File: src/rtl/key_cond_pkg.sv
// Shared types, default timing and helpers for the key conditioner.
package key_cond_pkg;

    typedef enum logic [2:0] {
        IDLE     = 3'd0,
        DB_PRESS = 3'd1,
        PRESSED  = 3'd2,
        HELD     = 3'd3,
        DB_REL   = 3'd4
    } kc_state_e;

    // 20 ms, 1 s and 200 ms at 50 MHz.
    localparam int unsigned DEF_DEBOUNCE_CYCLES = 1_000_000;
    localparam int unsigned DEF_HOLD_CYCLES     = 50_000_000;
    localparam int unsigned DEF_REPEAT_CYCLES   = 10_000_000;

    // Counter width wide enough for the largest interval (it only ever
    // counts up to interval-1).
    function automatic int unsigned cnt_width(input int unsigned a,
                                              input int unsigned b,
                                              input int unsigned c);
        int unsigned m;
        m = a;
        if (b > m) m = b;
        if (c > m) m = c;
        return ($clog2(m) < 1) ? 1 : $clog2(m);
    endfunction

endpackage

File: src/rtl/key_cond_ch.sv
// One key channel: synchroniser, debounce/long-press FSM and shared counter.
module key_cond_ch
    import key_cond_pkg::*;
#(
    parameter int unsigned DEBOUNCE_CYCLES = DEF_DEBOUNCE_CYCLES,
    parameter int unsigned HOLD_CYCLES     = DEF_HOLD_CYCLES,
    parameter int unsigned REPEAT_CYCLES   = DEF_REPEAT_CYCLES
) (
    input  logic clk,
    input  logic rst_n,
    input  logic key_n,
    output logic key_level,
    output logic key_press,
    output logic key_release,
    output logic key_hold,
    output logic key_repeat
);

    localparam int unsigned CW = cnt_width(DEBOUNCE_CYCLES, HOLD_CYCLES, REPEAT_CYCLES);
    localparam logic [CW-1:0] DB_LAST   = CW'(DEBOUNCE_CYCLES - 1);
    localparam logic [CW-1:0] HOLD_LAST = CW'(HOLD_CYCLES - 1);
    localparam logic [CW-1:0] REP_LAST  = CW'(REPEAT_CYCLES - 1);
    localparam logic [CW-1:0] ONE       = CW'(1);

    logic            sync1, s;
    kc_state_e       state_q, state_d;
    logic [CW-1:0]   cnt_q, cnt_d;
    logic            level_d, hold_d, press_d, rel_d, rep_d;

    // Two-flop synchroniser on the inverted raw button (1 = pressed).
    always_ff @(posedge clk) begin
        if (!rst_n) begin
            sync1 <= 1'b0;
            s     <= 1'b0;
        end else begin
            sync1 <= ~key_n;
            s     <= sync1;
        end
    end

    // State, counter and registered outputs.
    always_ff @(posedge clk) begin
        if (!rst_n) begin
            state_q     <= IDLE;
            cnt_q       <= '0;
            key_level   <= 1'b0;
            key_hold    <= 1'b0;
            key_press   <= 1'b0;
            key_release <= 1'b0;
            key_repeat  <= 1'b0;
        end else begin
            state_q     <= state_d;
            cnt_q       <= cnt_d;
            key_level   <= level_d;
            key_hold    <= hold_d;
            key_press   <= press_d;
            key_release <= rel_d;
            key_repeat  <= rep_d;
        end
    end

    // Next-state, counter and output decode; s=0 beats a terminal count.
    always_comb begin
        state_d = state_q;
        cnt_d   = cnt_q;
        level_d = key_level;
        hold_d  = key_hold;
        press_d = 1'b0;
        rel_d   = 1'b0;
        rep_d   = 1'b0;
        case (state_q)
            // Debounce entry loads 1: the entry edge is itself the first
            // stable cycle, so press/release land DEBOUNCE_CYCLES+2 edges
            // after the raw change.
            IDLE: begin
                if (s) begin
                    state_d = DB_PRESS;
                    cnt_d   = ONE;
                end
            end
            DB_PRESS: begin
                if (!s) begin
                    state_d = IDLE;
                    cnt_d   = '0;
                end else if (cnt_q == DB_LAST) begin
                    state_d = PRESSED;
                    cnt_d   = '0;
                    level_d = 1'b1;
                    press_d = 1'b1;
                end else begin
                    cnt_d = cnt_q + ONE;
                end
            end
            PRESSED: begin
                if (!s) begin
                    state_d = DB_REL;
                    cnt_d   = ONE;
                end else if (cnt_q == HOLD_LAST) begin
                    state_d = HELD;
                    cnt_d   = '0;
                    hold_d  = 1'b1;
                    rep_d   = 1'b1;
                end else begin
                    cnt_d = cnt_q + ONE;
                end
            end
            HELD: begin
                if (!s) begin
                    state_d = DB_REL;
                    cnt_d   = ONE;
                end else if (cnt_q == REP_LAST) begin
                    cnt_d = '0;
                    rep_d = 1'b1;
                end else begin
                    cnt_d = cnt_q + ONE;
                end
            end
            DB_REL: begin
                if (s) begin
                    state_d = key_hold ? HELD : PRESSED;
                    cnt_d   = '0;
                end else if (cnt_q == DB_LAST) begin
                    state_d = IDLE;
                    cnt_d   = '0;
                    level_d = 1'b0;
                    hold_d  = 1'b0;
                    rel_d   = 1'b1;
                end else begin
                    cnt_d = cnt_q + ONE;
                end
            end
            default: begin
                state_d = IDLE;
                cnt_d   = '0;
            end
        endcase
    end

endmodule

File: src/rtl/key_conditioner.sv
// Top: N_KEYS independent debounced key channels for the key PIO.
module key_conditioner
    import key_cond_pkg::*;
#(
    parameter int unsigned N_KEYS          = 3,
    parameter int unsigned DEBOUNCE_CYCLES = DEF_DEBOUNCE_CYCLES,
    parameter int unsigned HOLD_CYCLES     = DEF_HOLD_CYCLES,
    parameter int unsigned REPEAT_CYCLES   = DEF_REPEAT_CYCLES
) (
    input  logic              clk,
    input  logic              rst_n,
    input  logic [N_KEYS-1:0] key_n_i,
    output logic [N_KEYS-1:0] key_level_o,
    output logic [N_KEYS-1:0] key_press_o,
    output logic [N_KEYS-1:0] key_release_o,
    output logic [N_KEYS-1:0] key_hold_o,
    output logic [N_KEYS-1:0] key_repeat_o
);

    for (genvar g = 0; g < N_KEYS; g++) begin : g_ch
        key_cond_ch #(
            .DEBOUNCE_CYCLES (DEBOUNCE_CYCLES),
            .HOLD_CYCLES     (HOLD_CYCLES),
            .REPEAT_CYCLES   (REPEAT_CYCLES)
        ) u_ch (
            .clk         (clk),
            .rst_n       (rst_n),
            .key_n       (key_n_i[g]),
            .key_level   (key_level_o[g]),
            .key_press   (key_press_o[g]),
            .key_release (key_release_o[g]),
            .key_hold    (key_hold_o[g]),
            .key_repeat  (key_repeat_o[g])
        );
    end

endmodule

File: config.mk
export PLATFORM = sky130hd
export DESIGN_NAME = key_conditioner
export DESIGN_NICKNAME = d
export VERILOG_FILES = /design/src/rtl/key_cond_pkg.sv /design/src/rtl/key_cond_ch.sv /design/src/rtl/key_conditioner.sv
export SDC_FILE = /design/constraint.sdc
export NUM_CORES = 1
export LEC_CHECK = 0
export ABC_AREA = 1
export CORE_MARGIN = 8
export CORE_UTILIZATION = 23
export DETAILED_ROUTE_END_ITERATION = 8
export GPL_TIMING_DRIVEN = 0
export PLACE_DENSITY = 0.35
export SETUP_SLACK_MARGIN = 0.05
export SYNTH_ARGS = -nofsm -noshare
export SYNTH_HDL_FRONTEND = slang
export SYNTH_SLANG_ARGS = --single-unit
File: constraint.sdc
create_clock -name clk -period 1.9 [get_ports clk]
set_input_delay 0.38 -clock clk [delete_from_list [all_inputs] [get_ports clk]]
set_output_delay 0.38 -clock clk [all_outputs]
set_load 0.05 [all_outputs]
==> Flow_metrics.wiki, run 1 <==
{| class="wikitable"
! Metric !! Value
|-
| Final routed wire length divided by cell count || 13.2 um
|-
| Clock sinks || 108
|-
| Maximum Capacitance Violations || 0
|-
| Peak supply drop || 0.375 mV
|-
| Pwr/cell area || 610 nW/um2
|-
| Starting DRC count in detailed routing || 332
|-
| Synthesized cell area || 6840 um2
|-
| Clock period minus worst slack || 1780 ps
|-
| Congestion Overflow GR || 0
|-
| Internal power consumption || 0.00371 W
|-
| Count of standard-cell rows || 63
|-
| Ant. Diodes || 0
|-
| Number of hold violations in the final report || 0
|-
| Top cell type's share of synthesized area || 0.316
|-
| Area of the multi-input gates || 4240 um2
|-
| Clock network latency to the later pin of the worst-skew pair || 370 ps
|-
| Number of standard cells after synthesis || 1,071
|-
| Fraction of power consumed by the clock network || 0.373
|-
| Gr usage total || 0.116
|-
| Post-detailed-route DRC marker count || 0
|-
| Main flop type after synthesis || sky130_fd_sc_hd__dfxtp_1
|-
| Net count reported at finish || 1,154
|-
| Cell area after layout || 8760 um2
|-
| Critical Path RT || 2160 ps
|-
| Start-to-end type of the worst setup path || reg2reg
|-
| Total half-perimeter wirelength after legalization and detailed placement || 15,200 um
|-
| Clock H-tree levels || 3
|-
| Post-synthesis sequential area ratio || 0.316
|-
| Maximum fanout along the worst path || 5
|-
| Core ar. || 29,500 um2
|-
| Die Ht || 188 um
|-
| Sequential cell area || 2240 um2
|-
| Count of endpoints failing setup in the final report || 0
|-
| Number of max-slew violations in the final report || 0
|-
| Number of antenna violations at the first check in global routing || 0
|-
| Syn nets || 1,079
|-
| Worst setup skew after layout || 13.2 ps
|-
| Kind of launch point of the worst setup path || register
|-
| Buffer cell driving the clock tree root || sky130_fd_sc_hd__clkbuf_16
|-
| Largest net degree at the start of global routing || 20
|-
| Starting Density || 0.232
|-
| Clock slew seen by the registers of the worst setup and hold paths || 90 ps
|-
| Vias || 6,652
|-
| Deepest clock path buffer count || 2
|-
| Gate power share || 0.188
|-
| Number of nets with antenna violations after detailed routing || 0
|-
| Synth-to-Final Area Change || 28.2%
|-
| Number of hold-repair buffers added at the cts stage || 0
|-
| Post-route clock period utilization || 0.936
|-
| Most instantiated cells after synthesis || 276 x sky130_fd_sc_hd__nand2_1, 156 x sky130_fd_sc_hd__nor2_1, 136 x sky130_fd_sc_hd__inv_1, 108 x sky130_fd_sc_hd__dfxtp_1, 65 x sky130_fd_sc_hd__nand3_1
|-
| Tightest slew margin relative to the limit || 0.445
|-
| Biggest area contributors in the synthesized netlist || sky130_fd_sc_hd__dfxtp_1 32%, sky130_fd_sc_hd__nand2_1 15%, sky130_fd_sc_hd__nor2_1 8.6%, sky130_fd_sc_hd__inv_1 7.5%, sky130_fd_sc_hd__nand3_1 4.8%
|-
| Slew of the pin with the lowest slew margin || 832 ps
|-
| Worst hold-check path type || reg2reg
|-
| Number of fill cells in the layout || 3,342
|-
| Max Clock Freq || 562 MHz
|-
| Total iterations of the first detailed-routing run || 5
|-
| Via density per instance || 4.32
|-
| Number of synthesized flops with an enable pin || 0
|-
| Number of clock buffers inserted by TritonCTS || 9
|-
| Unrepaired setup endpoints after global routing || true
|-
| Total wire length after detailed routing || 20,400 um
|-
| Register bit total from synthesis || 108
|-
| Endpoint arrival time on the critical path || 2040 ps
|-
| Wire length of the first global-routing pass || 33,600 um
|-
| Synth area leader || sky130_fd_sc_hd__dfxtp_1
|-
| Warning count from the yosys run || 0
|-
| Num ports || 20
|-
| Net Sw Frac || 0.305
|-
| Layout cell share with drive strength beyond 1 || 0.251
|-
| Die Area || 35,500 um2
|-
| Number of global-route vias before repair || 6,458
|-
| Leakage power summed over all cells || 3.44 nW
|-
| Outcome || finished clean
|-
| Power after layout || 0.00534 W
|-
| Cell with the most instances after synthesis || sky130_fd_sc_hd__nand2_1
|-
| Chip width || 188 um
|-
| Switching component of the power || 0.00163 W
|-
| Reg power frac || 0.439
|-
| Critical Path Sink Type || register
|-
| Global placer's final weighted congestion || 0.834
|-
| IO buf count || 18
|-
| Post-placement cell area || 7500 um2
|-
| Count of cell types in the netlist || 47
|-
| Share of flip-flops with an asynchronous set or reset after synthesis || 0
|-
| Post-synthesis area per instance || 6.38 um2
|-
| Clock tree from TritonCTS || built
|}
worst paths after layout:
kind,from,cells past startpoint,endpoint,slack (ps)
worst max-delay path,g_ch[1].u_ch.cnt_q[1],11,g_ch[1].u_ch.cnt_q[19],120
worst min-delay path,g_ch[1].u_ch.sync1,2,g_ch[1].u_ch.s,410
worst max register to register,g_ch[1].u_ch.cnt_q[1],11,g_ch[1].u_ch.cnt_q[19],120
worst min register to register,g_ch[1].u_ch.sync1,2,g_ch[1].u_ch.s,410
worst max-delay path, cell delays in order (launching register included):
cell                        delay [ps]
sky130_fd_sc_hd__dfxtp_4           370
sky130_fd_sc_hd__ha_4              150
sky130_fd_sc_hd__nand3_4            90
sky130_fd_sc_hd__nor2_4            180
sky130_fd_sc_hd__nand2_2           100
sky130_fd_sc_hd__inv_2              90
sky130_fd_sc_hd__nand3_4           100
sky130_fd_sc_hd__nand2_4           100
sky130_fd_sc_hd__nand4_4           120
sky130_fd_sc_hd__nand2_4           150
sky130_fd_sc_hd__clkbuf_16         170
sky130_fd_sc_hd__nor3b_1            40
timing repair:
action / 4_1_cts / 5_1_grt
gates cloned: 0 / 3
pin swaps: 12 / 39
gates resized for setup: 66 / 128
endpoints found under the setup margin: 98 / 83
setup buffers: 15 / 29
cells in the final DEF, fill, tap and decap left out, types with 4 or more instances in the layout:
master	n
sky130_fd_sc_hd__nor2_4	14
sky130_fd_sc_hd__clkbuf_16	12
sky130_fd_sc_hd__nor2_1	126
sky130_fd_sc_hd__nand2_1	262
sky130_fd_sc_hd__nand2_2	28
sky130_fd_sc_hd__nor3_2	6
sky130_fd_sc_hd__nand3_1	58
sky130_fd_sc_hd__nor3_4	5
sky130_fd_sc_hd__dfxtp_4	12
sky130_fd_sc_hd__o211ai_1	5
sky130_fd_sc_hd__nand3_2	7
sky130_fd_sc_hd__xnor2_1	7
sky130_fd_sc_hd__clkbuf_2	6
sky130_fd_sc_hd__nand3b_1	4
sky130_fd_sc_hd__o21ai_0	19
sky130_fd_sc_hd__nor3_1	17
sky130_fd_sc_hd__nand3_4	9
sky130_fd_sc_hd__dlygate4sd2_1	14
sky130_fd_sc_hd__buf_4	59
sky130_fd_sc_hd__a21oi_2	13
sky130_fd_sc_hd__nand4_1	38
sky130_fd_sc_hd__inv_1	133
sky130_fd_sc_hd__xor2_1	22
sky130_fd_sc_hd__a21oi_1	56
sky130_fd_sc_hd__clkbuf_1	7
sky130_fd_sc_hd__dfxtp_1	72
sky130_fd_sc_hd__inv_2	13
sky130_fd_sc_hd__dfxtp_2	24
sky130_fd_sc_hd__buf_6	6
sky130_fd_sc_hd__nand2_4	7
sky130_fd_sc_hd__nor2_2	28
state kept, by name, summed over array words and instances (netlist names):
| signal | cells |
|---|---|
| g_ch.u_ch.key_hold | 3 |
| g_ch.u_ch.key_repeat | 3 |
| g_ch.u_ch.state_q | 9 |
| g_ch.u_ch.key_press | 3 |
| g_ch.u_ch.cnt_q | 78 |
| g_ch.u_ch.key_release | 3 |
| g_ch.u_ch.s | 3 |
| g_ch.u_ch.key_level | 3 |
| g_ch.u_ch.sync1 | 3 |
stage by stage:
step	hold WS, ps	setup TNS [ps]	util	instances	worst slack, ps
after detailed placement	398	-11960	0.255	1479	-356
after floorplan	390	0	-	1071	217
after global placement	400	-14110	0.255	1479	-376
after global routing	431	0	0.297	1541	12.1
after CTS	402	0	0.275	1510	31.0
final	408	0	0.297	1541	121
area by class of cell:
type / count / share of cell area
Multi-Input combinational cell: 768 / 0.484
Sequential cell: 108 / 0.255
Timing Repair Buffer: 65 / 0.0665
Inverter: 151 / 0.0658
Tap cell: 390 / 0.0557
Buffer: 43 / 0.0381
Clock buffer: 11 / 0.0288
Clock inverter: 5 / 0.00614
power groups by stage:
stage,combinational [W],clock [W],sequential (W)
2_1_floorplan,0.000487,0,0.00239
3_3_place_gp,0.000708,0,0.00240
3_5_place_dp,0.000695,0,0.00240
4_1_cts,0.000771,0.00211,0.00235
5_1_grt,0.00110,0.00217,0.00236
6_report,0.00100,0.00199,0.00235
cells by family after synthesis:
kind of cell / share of synthesized area
buffers and inverters: 0.124
xor gates and xnor gates: 0.0384
DFF: 0.316
and+or+nand+nor: 0.421
adders and majority gates: 0.00549
AOI/OAI and AO/OA: 0.0950
routing by layer:
layer / track usage / share of wire
met5: 0 / 0
met2: 0.194 / 0.47
met1: 0.151 / 0.49
met3: 0.0157 / 0.017
met4: 0.0415 / 0.021
Note: power is estimated with default switching activity, not from simulation.
==> run 2: changes to the inputs <==
Clock period 1.9 ns to 2.3 ns, I/O delays scaled along.
==> run 2 against run 1 <==
Critical path depth is 9 lower. Register-to-register slack improved by 170 ps. Critical path type is now reg2out. Setup slack improved by 57 ps. First-iteration DRC count up 0.60%. Worst hold slack worse by 0.95 ps. Count of clock-buffer cells in the layout unchanged. Design area shrank 10%.
==> Flow_metrics.wiki, run 2 (synthesis results as in run 1) <==
{| class="wikitable"
! Metric !! Value
|-
| Outcome || finished clean
|-
| Congestion Overflow GR || 0
|-
| Synth-to-Final Area Change || 15.1%
|-
| Number of nets with antenna violations after detailed routing || 0
|-
| Clock sinks || 108
|-
| Number of max-slew violations in the final report || 0
|-
| Final routed wire length divided by cell count || 13.2 um
|-
| Leakage power summed over all cells || 3.00 nW
|-
| Worst-case setup slack after placement || 44.5 ps
|-
| Largest stage delay, worst path || 800 ps
|-
| IO buf count || 18
|-
| Maximum Capacitance Violations || 0
|-
| Tightest slew margin relative to the limit || 0.459
|-
| Internal power consumption || 0.00289 W
|-
| Number of clock buffers inserted by TritonCTS || 9
|-
| Vias || 6,403
|-
| Net count reported at finish || 1,112
|-
| Max Clock Freq || 471 MHz
|-
| Total wire length after detailed routing || 19,700 um
|-
| Post-route clock period utilization || 0.923
|-
| Clock period minus worst slack || 2120 ps
|-
| Clock H-tree levels || 3
|-
| Die Area || 35,500 um2
|-
| Fraction of power consumed by the clock network || 0.399
|-
| Clock slew seen by the registers of the worst setup and hold paths || 90 ps
|-
| Clock network latency to the later pin of the worst-skew pair || 370 ps
|-
| Total iterations of the first detailed-routing run || 5
|-
| Unrepaired setup endpoints after global routing || false
|-
| Source of the critical timing path || g_ch[0].u_ch.key_hold
|-
| Count of standard-cell rows || 63
|-
| Num ports || 20
|-
| Worst hold-check path type || reg2reg
|-
| Pwr/cell area || 530 nW/um2
|-
| Worst-path cell with the longest stage delay || sky130_fd_sc_hd__clkdlybuf4s50_1
|-
| Number of antenna violations at the first check in global routing || 0
|-
| Global placer's final weighted congestion || 0.834
|-
| Layout cell share with drive strength beyond 1 || 0.124
|-
| Via density per instance || 4.27
|-
| Wire length of the first global-routing pass || 33,200 um
|-
| Buffer cell driving the clock tree root || sky130_fd_sc_hd__clkbuf_16
|-
| Total half-perimeter wirelength after legalization and detailed placement || 15,200 um
|-
| Number of fill cells in the layout || 3,386
|-
| Top flop regs || g_ch.u_ch.cnt_q: 78 flops, g_ch.u_ch.state_q: 9 flops
|-
| Die Ht || 188 um
|-
| Top library cells by usage in the layout, fill and taps aside || 275 x sky130_fd_sc_hd__nand2_1, 156 x sky130_fd_sc_hd__nor2_1, 136 x sky130_fd_sc_hd__inv_1
|-
| Beginning of the worst hold path || g_ch[1].u_ch.sync1
|-
| Gr usage total || 0.115
|-
| Post-detailed-route DRC marker count || 0
|-
| Number of hold violations in the final report || 0
|-
| Critical path's top delay family || buffers and inverters
|-
| Switching component of the power || 0.00128 W
|-
| Deepest clock path buffer count || 2
|-
| Critical Path Sink Type || output pin
|-
| Endpoint arrival time on the critical path || 1660 ps
|-
| Core ar. || 29,500 um2
|-
| Kind of launch point of the worst setup path || register
|-
| Gate power share || 0.136
|-
| Crit path buffers/inverters || 2
|-
| Launch point of the worst reg-to-reg path || g_ch[2].u_ch.cnt_q[0]
|-
| Most flop-heavy register || g_ch.u_ch.cnt_q
|-
| Critical Path RT || 1840 ps
|-
| Chip width || 188 um
|-
| Ant. Diodes || 0
|-
| Starting DRC count in detailed routing || 334
|-
| Ordered list of cells on the worst path || buf_4, clkdlybuf4s50_1
|-
| Most common cell after layout, fill and taps aside || sky130_fd_sc_hd__nand2_1
|-
| Final sum of negative setup slack || 0 ps
|-
| Starting Density || 0.232
|-
| Peak supply drop || 0.310 mV
|-
| Final Worst Setup Slack || 177 ps
|-
| Start-to-end type of the worst setup path || reg2out
|-
| Maximum fanout along the worst path || 3
|-
| Clock tree from TritonCTS || built
|-
| Number of global-route vias before repair || 6,367
|-
| Number of flip-flops under the largest register name || 78
|-
| Net Sw Frac || 0.307
|-
| Largest net degree at the start of global routing || 20
|-
| Slew of the pin with the lowest slew margin || 812 ps
|-
| Count of endpoints failing setup in the final report || 0
|-
| Worst setup skew after layout || 13.6 ps
|-
| Reg power frac || 0.465
|}
==> run 2: changes by cell type in the layout (fill, tap and decap cells not counted), sizes merged <==
cell and delta:
clkbuf -6, buf -37, clkdlybuf4s50 +14, dlygate4sd2 -14, clkinvlp -1, inv -1, clkinv +2, dlymetal6s2s +1
==> run 2: per-layer routing <==
layer,global-route usage,share of wire
met1,0.149,0.50
met3,0.0159,0.019
met5,0,0
met2,0.193,0.47
met4,0.0391,0.015
==> run 2: cell type report <==
type                    count  area (um2)  area share
well taps                 390         488      0.0620
multi-input cells         768        3840       0.488
repair buffers             22         225      0.0286
inverters                 151         568      0.0722
clock inverters             5        53.8     0.00684
clock buffers              11         253      0.0321
plain buffers              44         280      0.0356
flip-flops and latches    108        2160       0.275
==> run 2: path summary, 6_finish.rpt <==
kind                                 to  slack [ps]  cells after the start
setup / recovery          key_hold_o[0]         180                      2
hold / removal           g_ch[1].u_ch.s         410                      2
setup reg to reg  g_ch[2].u_ch.cnt_q[7]         290                     11
hold reg to reg          g_ch[1].u_ch.s         410                      2
==> run 2: power by group through the flow <==
stage | sequential [W] | combinational, W | clock [W]
after global placement | 0.00198 | 0.000585 | 0
after detailed placement | 0.00198 | 0.000574 | 0
after floorplan | 0.00197 | 0.000402 | 0
after CTS | 0.00194 | 0.000577 | 0.00174
after global routing | 0.00195 | 0.000645 | 0.00180
final | 0.00194 | 0.000565 | 0.00166
==> run 2: per-stage QoR <==
stage,instances,instance area (um2),utilization,hold WS [ps],total power (W)
final,1499,7870,0.267,408,0.00417
after global routing,1499,7870,0.267,431,0.00439
after CTS,1495,7820,0.265,413,0.00426
after detailed placement,1479,7500,0.255,398,0.00256
after global placement,1479,7500,0.255,400,0.00257
after floorplan,1071,6840,-,390,0.00237
==> run 2: timing repair <==
item	in CTS	in global routing
gates cloned	0	0
endpoints found under the setup margin	6	34
pin swaps	0	2
endpoints found under the hold margin	0	0
buffers inserted	0	4
gates resized for setup	1	4
hold buffers	0	0
==> run 2: tightest hold or removal path, cell delays in order, from the launching register on <==
cell and delay, ps:
sky130_fd_sc_hd__dfxtp_1 310, sky130_fd_sc_hd__nand2_1 40, sky130_fd_sc_hd__inv_1 40
==> run 3: changes to the inputs <==
Settings changed: CELL_PAD_IN_SITES_DETAIL_PLACEMENT set to 1, CELL_PAD_IN_SITES_GLOBAL_PLACEMENT set to 1, PLACE_DENSITY 0.35 to 0.45.
==> run 3 against run 2 <==
Setup slack gained 14 ps. Global-route usage grew 1.1 points. Non-clock buffer count is the same. Clock skew is essentially flat. Critical endpoint is now key_hold_o[1]. Highest routed layer unchanged.
==> Flow_metrics.wiki, run 3 (synthesis results as in run 1) <==
{| class="wikitable"
! Metric !! Value
|-
| Number of antenna violations at the first check in global routing || 0
|-
| IO buf count || 18
|-
| Gate power share || 0.143
|-
| Worst setup skew after layout || 13.4 ps
|-
| Clock network latency to the later pin of the worst-skew pair || 360 ps
|-
| Critical Path RT || 1840 ps
|-
| Worst hold-check path type || reg2reg
|-
| Number of hold violations in the final report || 0
|-
| Outcome || finished clean
|-
| Congestion Overflow GR || 0
|-
| Chip width || 188 um
|-
| Maximum Capacitance Violations || 0
|-
| Via density per instance || 4.37
|-
| Leakage power summed over all cells || 2.95 nW
|-
| Top flop regs || g_ch.u_ch.cnt_q: 78 flops, g_ch.u_ch.state_q: 9 flops
|-
| Number of fill cells in the layout || 3,752
|-
| Endpoint arrival time on the critical path || 1650 ps
|-
| Clock slew seen by the registers of the worst setup and hold paths || 80 ps
|-
| Clock period minus worst slack || 2110 ps
|-
| Die Ht || 188 um
|-
| Total iterations of the first detailed-routing run || 4
|-
| Count of endpoints failing setup in the final report || 0
|-
| Top library cells by usage in the layout, fill and taps aside || 276 x sky130_fd_sc_hd__nand2_1, 155 x sky130_fd_sc_hd__nor2_1, 136 x sky130_fd_sc_hd__inv_1
|-
| Count of standard-cell rows || 63
|-
| Pwr/cell area || 520 nW/um2
|-
| Core ar. || 29,500 um2
|-
| Ant. Diodes || 0
|-
| Largest net degree at the start of global routing || 18
|-
| Clock tree from TritonCTS || built
|-
| Net count reported at finish || 1,112
|-
| Cell area after layout || 7820 um2
|-
| Number of nets with antenna violations after detailed routing || 0
|-
| Vias || 6,542
|-
| Total half-perimeter wirelength after legalization and detailed placement || 17,100 um
|-
| Die Area || 35,500 um2
|-
| Slew of the pin with the lowest slew margin || 833 ps
|-
| Kind of launch point of the worst setup path || register
|-
| Reg power frac || 0.477
|-
| Starting Density || 0.232
|-
| Deepest clock path buffer count || 2
|-
| Clock sinks || 108
|-
| Layout cell share with drive strength beyond 1 || 0.123
|-
| Gr usage total || 0.126
|-
| Number of flip-flops under the largest register name || 78
|-
| Max Clock Freq || 474 MHz
|-
| Num ports || 20
|-
| Area of the multi-input gates || 3840 um2
|-
| Most common cell after layout, fill and taps aside || sky130_fd_sc_hd__nand2_1
|-
| Clock H-tree levels || 3
|-
| Maximum fanout along the worst path || 3
|-
| Peak supply drop || 0.346 mV
|-
| Switching component of the power || 0.00125 W
|-
| Synth-to-Final Area Change || 14.3%
|-
| Tightest slew margin relative to the limit || 0.445
|-
| Wire length of the first global-routing pass || 36,400 um
|-
| Starting DRC count in detailed routing || 251
|-
| Start-to-end type of the worst setup path || reg2out
|-
| Number of global-route vias before repair || 6,764
|-
| Critical Path Sink Type || output pin
|-
| Unrepaired setup endpoints after global routing || false
|-
| Fraction of power consumed by the clock network || 0.379
|-
| Global placer's final weighted congestion || 0.788
|-
| Net Sw Frac || 0.308
|-
| Post-route clock period utilization || 0.917
|-
| Buffer cell driving the clock tree root || sky130_fd_sc_hd__clkbuf_16
|-
| Number of clock buffers inserted by TritonCTS || 9
|-
| Number of max-slew violations in the final report || 0
|-
| Final sum of negative setup slack || 0 ps
|-
| Internal power consumption || 0.00281 W
|-
| Most flop-heavy register || g_ch.u_ch.cnt_q
|-
| Post-placement cell area || 7500 um2
|-
| Total wire length after detailed routing || 22,000 um
|-
| Final routed wire length divided by cell count || 14.7 um
|-
| Post-detailed-route DRC marker count || 0
|-
| Sequential cell area || 2160 um2
|}
## run 3: cell types whose count changed in the layout (fill, tap and decap cells not counted), sizes merged
cell and change:
clkinv -3, dlymetal6s2s -1, clkinvlp +2, clkdlybuf4s50 +1
## run 3: power groups by stage
stage          Combinational, W  Sequential [W]  Clock [W]
6_report               0.000582         0.00194    0.00154
5_1_grt                0.000662         0.00194    0.00169
4_1_cts                0.000592         0.00194    0.00162
3_5_place_dp           0.000590         0.00198          0
3_3_place_gp           0.000599         0.00198          0
2_1_floorplan          0.000402         0.00197          0
## run 3: worst paths after layout
check                              from                endpoint  depth (start not counted)  slack (ps)
hold reg to reg      g_ch[2].u_ch.sync1          g_ch[2].u_ch.s                          2         420
setup reg to reg  g_ch[1].u_ch.cnt_q[0]  g_ch[1].u_ch.cnt_q[19]                         11         260
hold / removal       g_ch[2].u_ch.sync1          g_ch[2].u_ch.s                          2         420
setup / recovery  g_ch[1].u_ch.key_hold           key_hold_o[1]                          2         190
## run 3: routing by layer
layer	wire, um	global-route usage
met1	11400	0.171
met2	10100	0.209
met3	367	0.0187
met4	196	0.0286
met5	0	0
## run 3: repair_timing
action | 4_1_cts | 5_1_grt
setup buffers | 0 | 4
setup endpoints to repair | 19 | 40
gates cloned | 0 | 0
hold buffers | 0 | 0
gates resized for setup | 1 | 5
endpoints found under the hold margin | 0 | 0
pin swaps | 0 | 2
## run 3: critical path: stages, from the launching register on
cell and delay [ps]:
sky130_fd_sc_hd__dfxtp_1 380, sky130_fd_sc_hd__buf_4 120, sky130_fd_sc_hd__clkdlybuf4s50_1 790
## run 3: per-stage QoR
stage | utilization | setup slack (ps) | cells | hold slack [ps] | total power (W)
finish | 0.265 | 192 | 1498 | 419 | 0.00406
global route | 0.265 | 57.9 | 1498 | 444 | 0.00430
CTS | 0.264 | 76.1 | 1494 | 425 | 0.00415
detailed placement | 0.255 | -16.7 | 1479 | 401 | 0.00257
global placement | 0.255 | -32.5 | 1479 | 393 | 0.00258
floorplan | - | 617 | 1071 | 390 | 0.00237
## run 3: layout make-up
cell class              instances  area share
multi-input cells             768       0.491
flip-flops and latches        108       0.277
inverters                     151      0.0727
well taps                     390      0.0624
plain buffers                  44      0.0363
clock buffers                  11      0.0298
repair buffers                 22      0.0269
clock inverters                 4     0.00416
==> RTL change 1 (flow settings as in run 3) <==
Reset style: asynchronous (`rst_n`), changed in 2 clocked blocks.
--- a/src/rtl/key_cond_ch.sv
+++ b/src/rtl/key_cond_ch.sv
@@ -28,7 +28,7 @@
     logic            level_d, hold_d, press_d, rel_d, rep_d;
 
     // Two-flop synchroniser on the inverted raw button (1 = pressed).
-    always_ff @(posedge clk) begin
+    always_ff @(posedge clk or negedge rst_n) begin
         if (!rst_n) begin
             sync1 <= 1'b0;
             s     <= 1'b0;
@@ -39,7 +39,7 @@
     end
 
     // State, counter and registered outputs.
-    always_ff @(posedge clk) begin
+    always_ff @(posedge clk or negedge rst_n) begin
         if (!rst_n) begin
             state_q     <= IDLE;
             cnt_q       <= '0;
Formal check against the unedited RTL: same outputs for any inputs over 4 cycles, from zero or initial values and one cycle with rst_n low; that may be too few to reach the edited logic, so the function may still have changed.
==> RTL change 1 against run 3 <==
- routed wire length increased by 8.2%
- setup slack got worse by 0.021 ns
- design area increased by 7.0%
- worst hold slack got worse by 0.065 ns
- sequential cell count unchanged
- area after synthesis increased by 5.8%
- die area increased by 5.3%
Power is not compared: it rests on default switching activity, and its combinational part moved more than twofold at a synthesized area within 25%.
==> RTL change 1: results (changes against run 3) <==
HPWL Detailed=18400 µm (+7.7%); Crit. Startpoint=g_ch[1].u_ch.key_hold$_DFFE_PN0P_; met1 usage=17.9% (+0.85 points); worst endpoint data arrival time=1.67 ns (+0.02 ns); status=finished clean; wl on met1=12100 µm (+6.0%); metal3 WL=449 µm (+22%); met2 Use GR=21.8% (+0.97 points); Placer Congestion=0.781 (-0.84%); via count=6639 (+1.5%); post-synthesis cell count=1020 (-4.8%); number of cells in the design after placement=1442 (-2.5%); register area share after synthesis=37.4% (+5.7 points); Placement Cell Area=7960 µm² (+6.0%); first-pass GRT wire length=40000 µm (+9.9%); # clk buffers=10 (-1); WL met2=11100 µm (+9.9%); layout cells sized above 1=10.5% (-1.7 points); number of global-route vias before repair=6983 (+3.2%); port buffer count=19 (+1); Synth area leaders=dfrtp_1, nand2_1, nor2_1, inv_1, nand3_1; met3 GRT Util=2.31% (+0.44 points); period utilization=92.6% (+0.91 points); register-to-register setup slack=0.23 ns (-0.03 ns); Nets=1065 (-4.2%); Synth Area in Compound Gates=10.6% (+1.1 points); worst slew pin tran=0.641 ns (-0.192 ns); multi-input combinational area share=45.5% (-3.6 points); filler-free cell count of the finished design=1464 (-2.3%); Leak Pwr=3.35 nW; worst r2r dst=g_ch[2].u_ch.cnt_q[24]$_DFFE_PN0P_; CP top delay family=buffers and inverters; P_sw=2.38 mW; Post-Route Skew=0.0122 ns (-0.00113 ns); Top FF cell, synth=dfrtp_1; share of synthesized registers carrying an async set or reset=100% (+100 points); seq_cells=108 (unchanged); Post-CTS Hold Buffers=1 (+1); # resized after CTS=3 (+2); Synth Area in XOR/XNOR=5.33% (+1.5 points); Worst-Skew Late Latency=0.38 ns (+0.02 ns); Multi-In Gates=741 (-3.5%); Overall Global Routing Usage=13.3% (+0.66 points); clock share of power=29.6%; sequential cell area share=32.3% (+4.7 points); RR Startpoint=g_ch[2].u_ch.cnt_q[1]$_DFFE_PN0P_; worst slack at placement=-0.171 ns (-0.154 ns); pin count of the biggest net entering global routing=72 (+54); synthesized-area fraction occupied by adder cells=0.519% (-0.030 points); Area Growth Syn to Fin=15.6%; Non-CTS inverters=136 (-9.9%); NonClk Buf Share=6.18% (-0.14 points); fillcell total=3877 (+3.3%); 1st-iter DRT viols=336 (+34%)
## RTL change 1: cell count changes after synthesis, sizes merged, moves of 16 or more
cell   before  now
o22ai       1   43
dfrtp       0  108
a21oi      69   10
nand2     298  254
xor2       23   39
dfxtp     108    0
o21ai      25   63
## RTL change 1: worst min path at each step
stage	to	slack [ns]	cells past startpoint	startpoint
after global routing	g_ch[1].u_ch.s$_DFF_PN0_	0.36	0	g_ch[1].u_ch.sync1$_DFF_PN0_
after CTS	g_ch[1].u_ch.s$_DFF_PN0_	0.36	0	g_ch[1].u_ch.sync1$_DFF_PN0_
after detailed placement	g_ch[1].u_ch.s$_DFF_PN0_	0.34	0	g_ch[1].u_ch.sync1$_DFF_PN0_
after global placement	g_ch[0].u_ch.s$_DFF_PN0_	0.33	0	g_ch[0].u_ch.sync1$_DFF_PN0_
final	g_ch[1].u_ch.s$_DFF_PN0_	0.35	0	g_ch[1].u_ch.sync1$_DFF_PN0_
after floorplan	g_ch[0].u_ch.cnt_q[0]$_DFFE_PN0P_	0.16	0	rst_n
==> RTL change 2 (config.mk and constraints of run 3) <==
Made on the original files. The package constant `DEF_DEBOUNCE_CYCLES` goes from 1_000_000 to 2_000_000.
--- a/src/rtl/key_cond_pkg.sv
+++ b/src/rtl/key_cond_pkg.sv
@@ -10,7 +10,7 @@
     } kc_state_e;
 
     // 20 ms, 1 s and 200 ms at 50 MHz.
-    localparam int unsigned DEF_DEBOUNCE_CYCLES = 1_000_000;
+    localparam int unsigned DEF_DEBOUNCE_CYCLES = 2_000_000;
     localparam int unsigned DEF_HOLD_CYCLES     = 50_000_000;
     localparam int unsigned DEF_REPEAT_CYCLES   = 10_000_000;
 
Check against the original RTL: same outputs for any inputs over 4 cycles, from zero or initial values and one cycle with rst_n low; that may be too few to reach the edited logic, so the function may still have changed.
==> RTL change 2 against run 3 <==
- worst hold slack got worse by 0.0012 ns
- design area fell by 1.7%
- setup slack got worse by 0.0066 ns
- critical path type unchanged
- sequential cell count did not move
- maximum frequency fell by 0.31%
- register-to-register slack got worse by 0.03 ns
- area after synthesis fell by 1.9%
- routed wire length fell by 0.65%
Power is not compared: it rests on default switching activity, and its combinational part moved more than twofold at a synthesized area within 25%.
==> RTL change 2: results (changes against run 3) <==
WL met2=10500 µm (+4.4%); Placement Cell Area=7370 µm² (-1.7%); number of cells in the design after placement=1442 (-2.5%); Nets=1078 (-3.1%); Post-Route Skew=0.0102 ns (-0.00317 ns); slack of the critical path=0.185 ns (-0.00658 ns); filler-free cell count of the finished design=1459 (-2.6%); pin count of the biggest net entering global routing=19 (+1); Overall Global Routing Usage=12.8% (+0.16 points); 1st-iter DRT viols=252 (+0.40%); end point of the critical path=key_level_o[0]; final hold slack=0.417 ns (-0.00119 ns); status=finished clean; port buffer count=19 (+1); # resized after CTS=2 (+1); Placer Congestion=0.808 (+2.5%); final wirelength=21900 µm (-0.65%); max_slew headroom=46.7% (+2.2 points); worst r2r dst=g_ch[2].u_ch.cnt_q[3]$_SDFFE_PN0P_; synth unique cells=50 (+6.4%); layout cells sized above 1=12.3% (about the same); HPWL Detailed=17100 µm (+0.15%); Crit. Startpoint=g_ch[0].u_ch.key_level$_SDFFE_PN0P_; wl on met1=10700 µm (-5.6%); worst-path fanout max=2 (-1); metal3 WL=426 µm (+16%); Synth area leaders=dfxtp_1, nand2_1, inv_1, nor2_1, nand3_1; register-to-register setup slack=0.23 ns (-0.03 ns); met3 GRT Util=2.05% (+0.18 points); met2 Use GR=22.2% (+1.3 points); Synth Area per Inst=6.45 µm² (+1.1%); via count=6500 (-0.64%); met1 usage=16.4% (-0.69 points); synth cell count leaders=nand2_1, inv_1, nor2_1; Synth Net Count=1047 (-3.0%); first-pass GRT wire length=36100 µm (-0.76%); number of global-route vias before repair=6642 (-1.8%)
==> RTL change 2: kinds of logic (layout without fill, tap and decap cells) <==
family / after synthesis / in the layout / synth area share (%)
AOI/OAI and AO/OA: 130 / 130 / 10.8
and+or+nand+nor: 589 / 589 / 41.3
xor gates and xnor gates: 22 / 22 / 2.87
adders and majority gates: 3 / 3 / 0.560
buffers and inverters: 187 / 223 / 12.1
DFF: 108 / 108 / 32.3
==> RTL change 2: final cells by class <==
type | instances | area (µm²)
clock inverters | 7 | 73.8
multi-input cells | 744 | 3730
repair buffers | 20 | 198
fillers | 3672 | 21000
well taps | 384 | 480
clock buffers | 9 | 225
plain buffers | 42 | 273
inverters | 145 | 544
flip-flops and latches | 108 | 2160
==> RTL change 2: power by group through the flow <==
stage               clock network (mW)  logic [mW]  registers, mW
floorplan                            0       0.860           2.02
global placement                     0        1.25           2.04
detailed placement                   0        1.25           2.04
CTS                               1.77        1.25           2.00
global route                      1.84        1.38           2.01
finish                            1.66        1.20           2.00
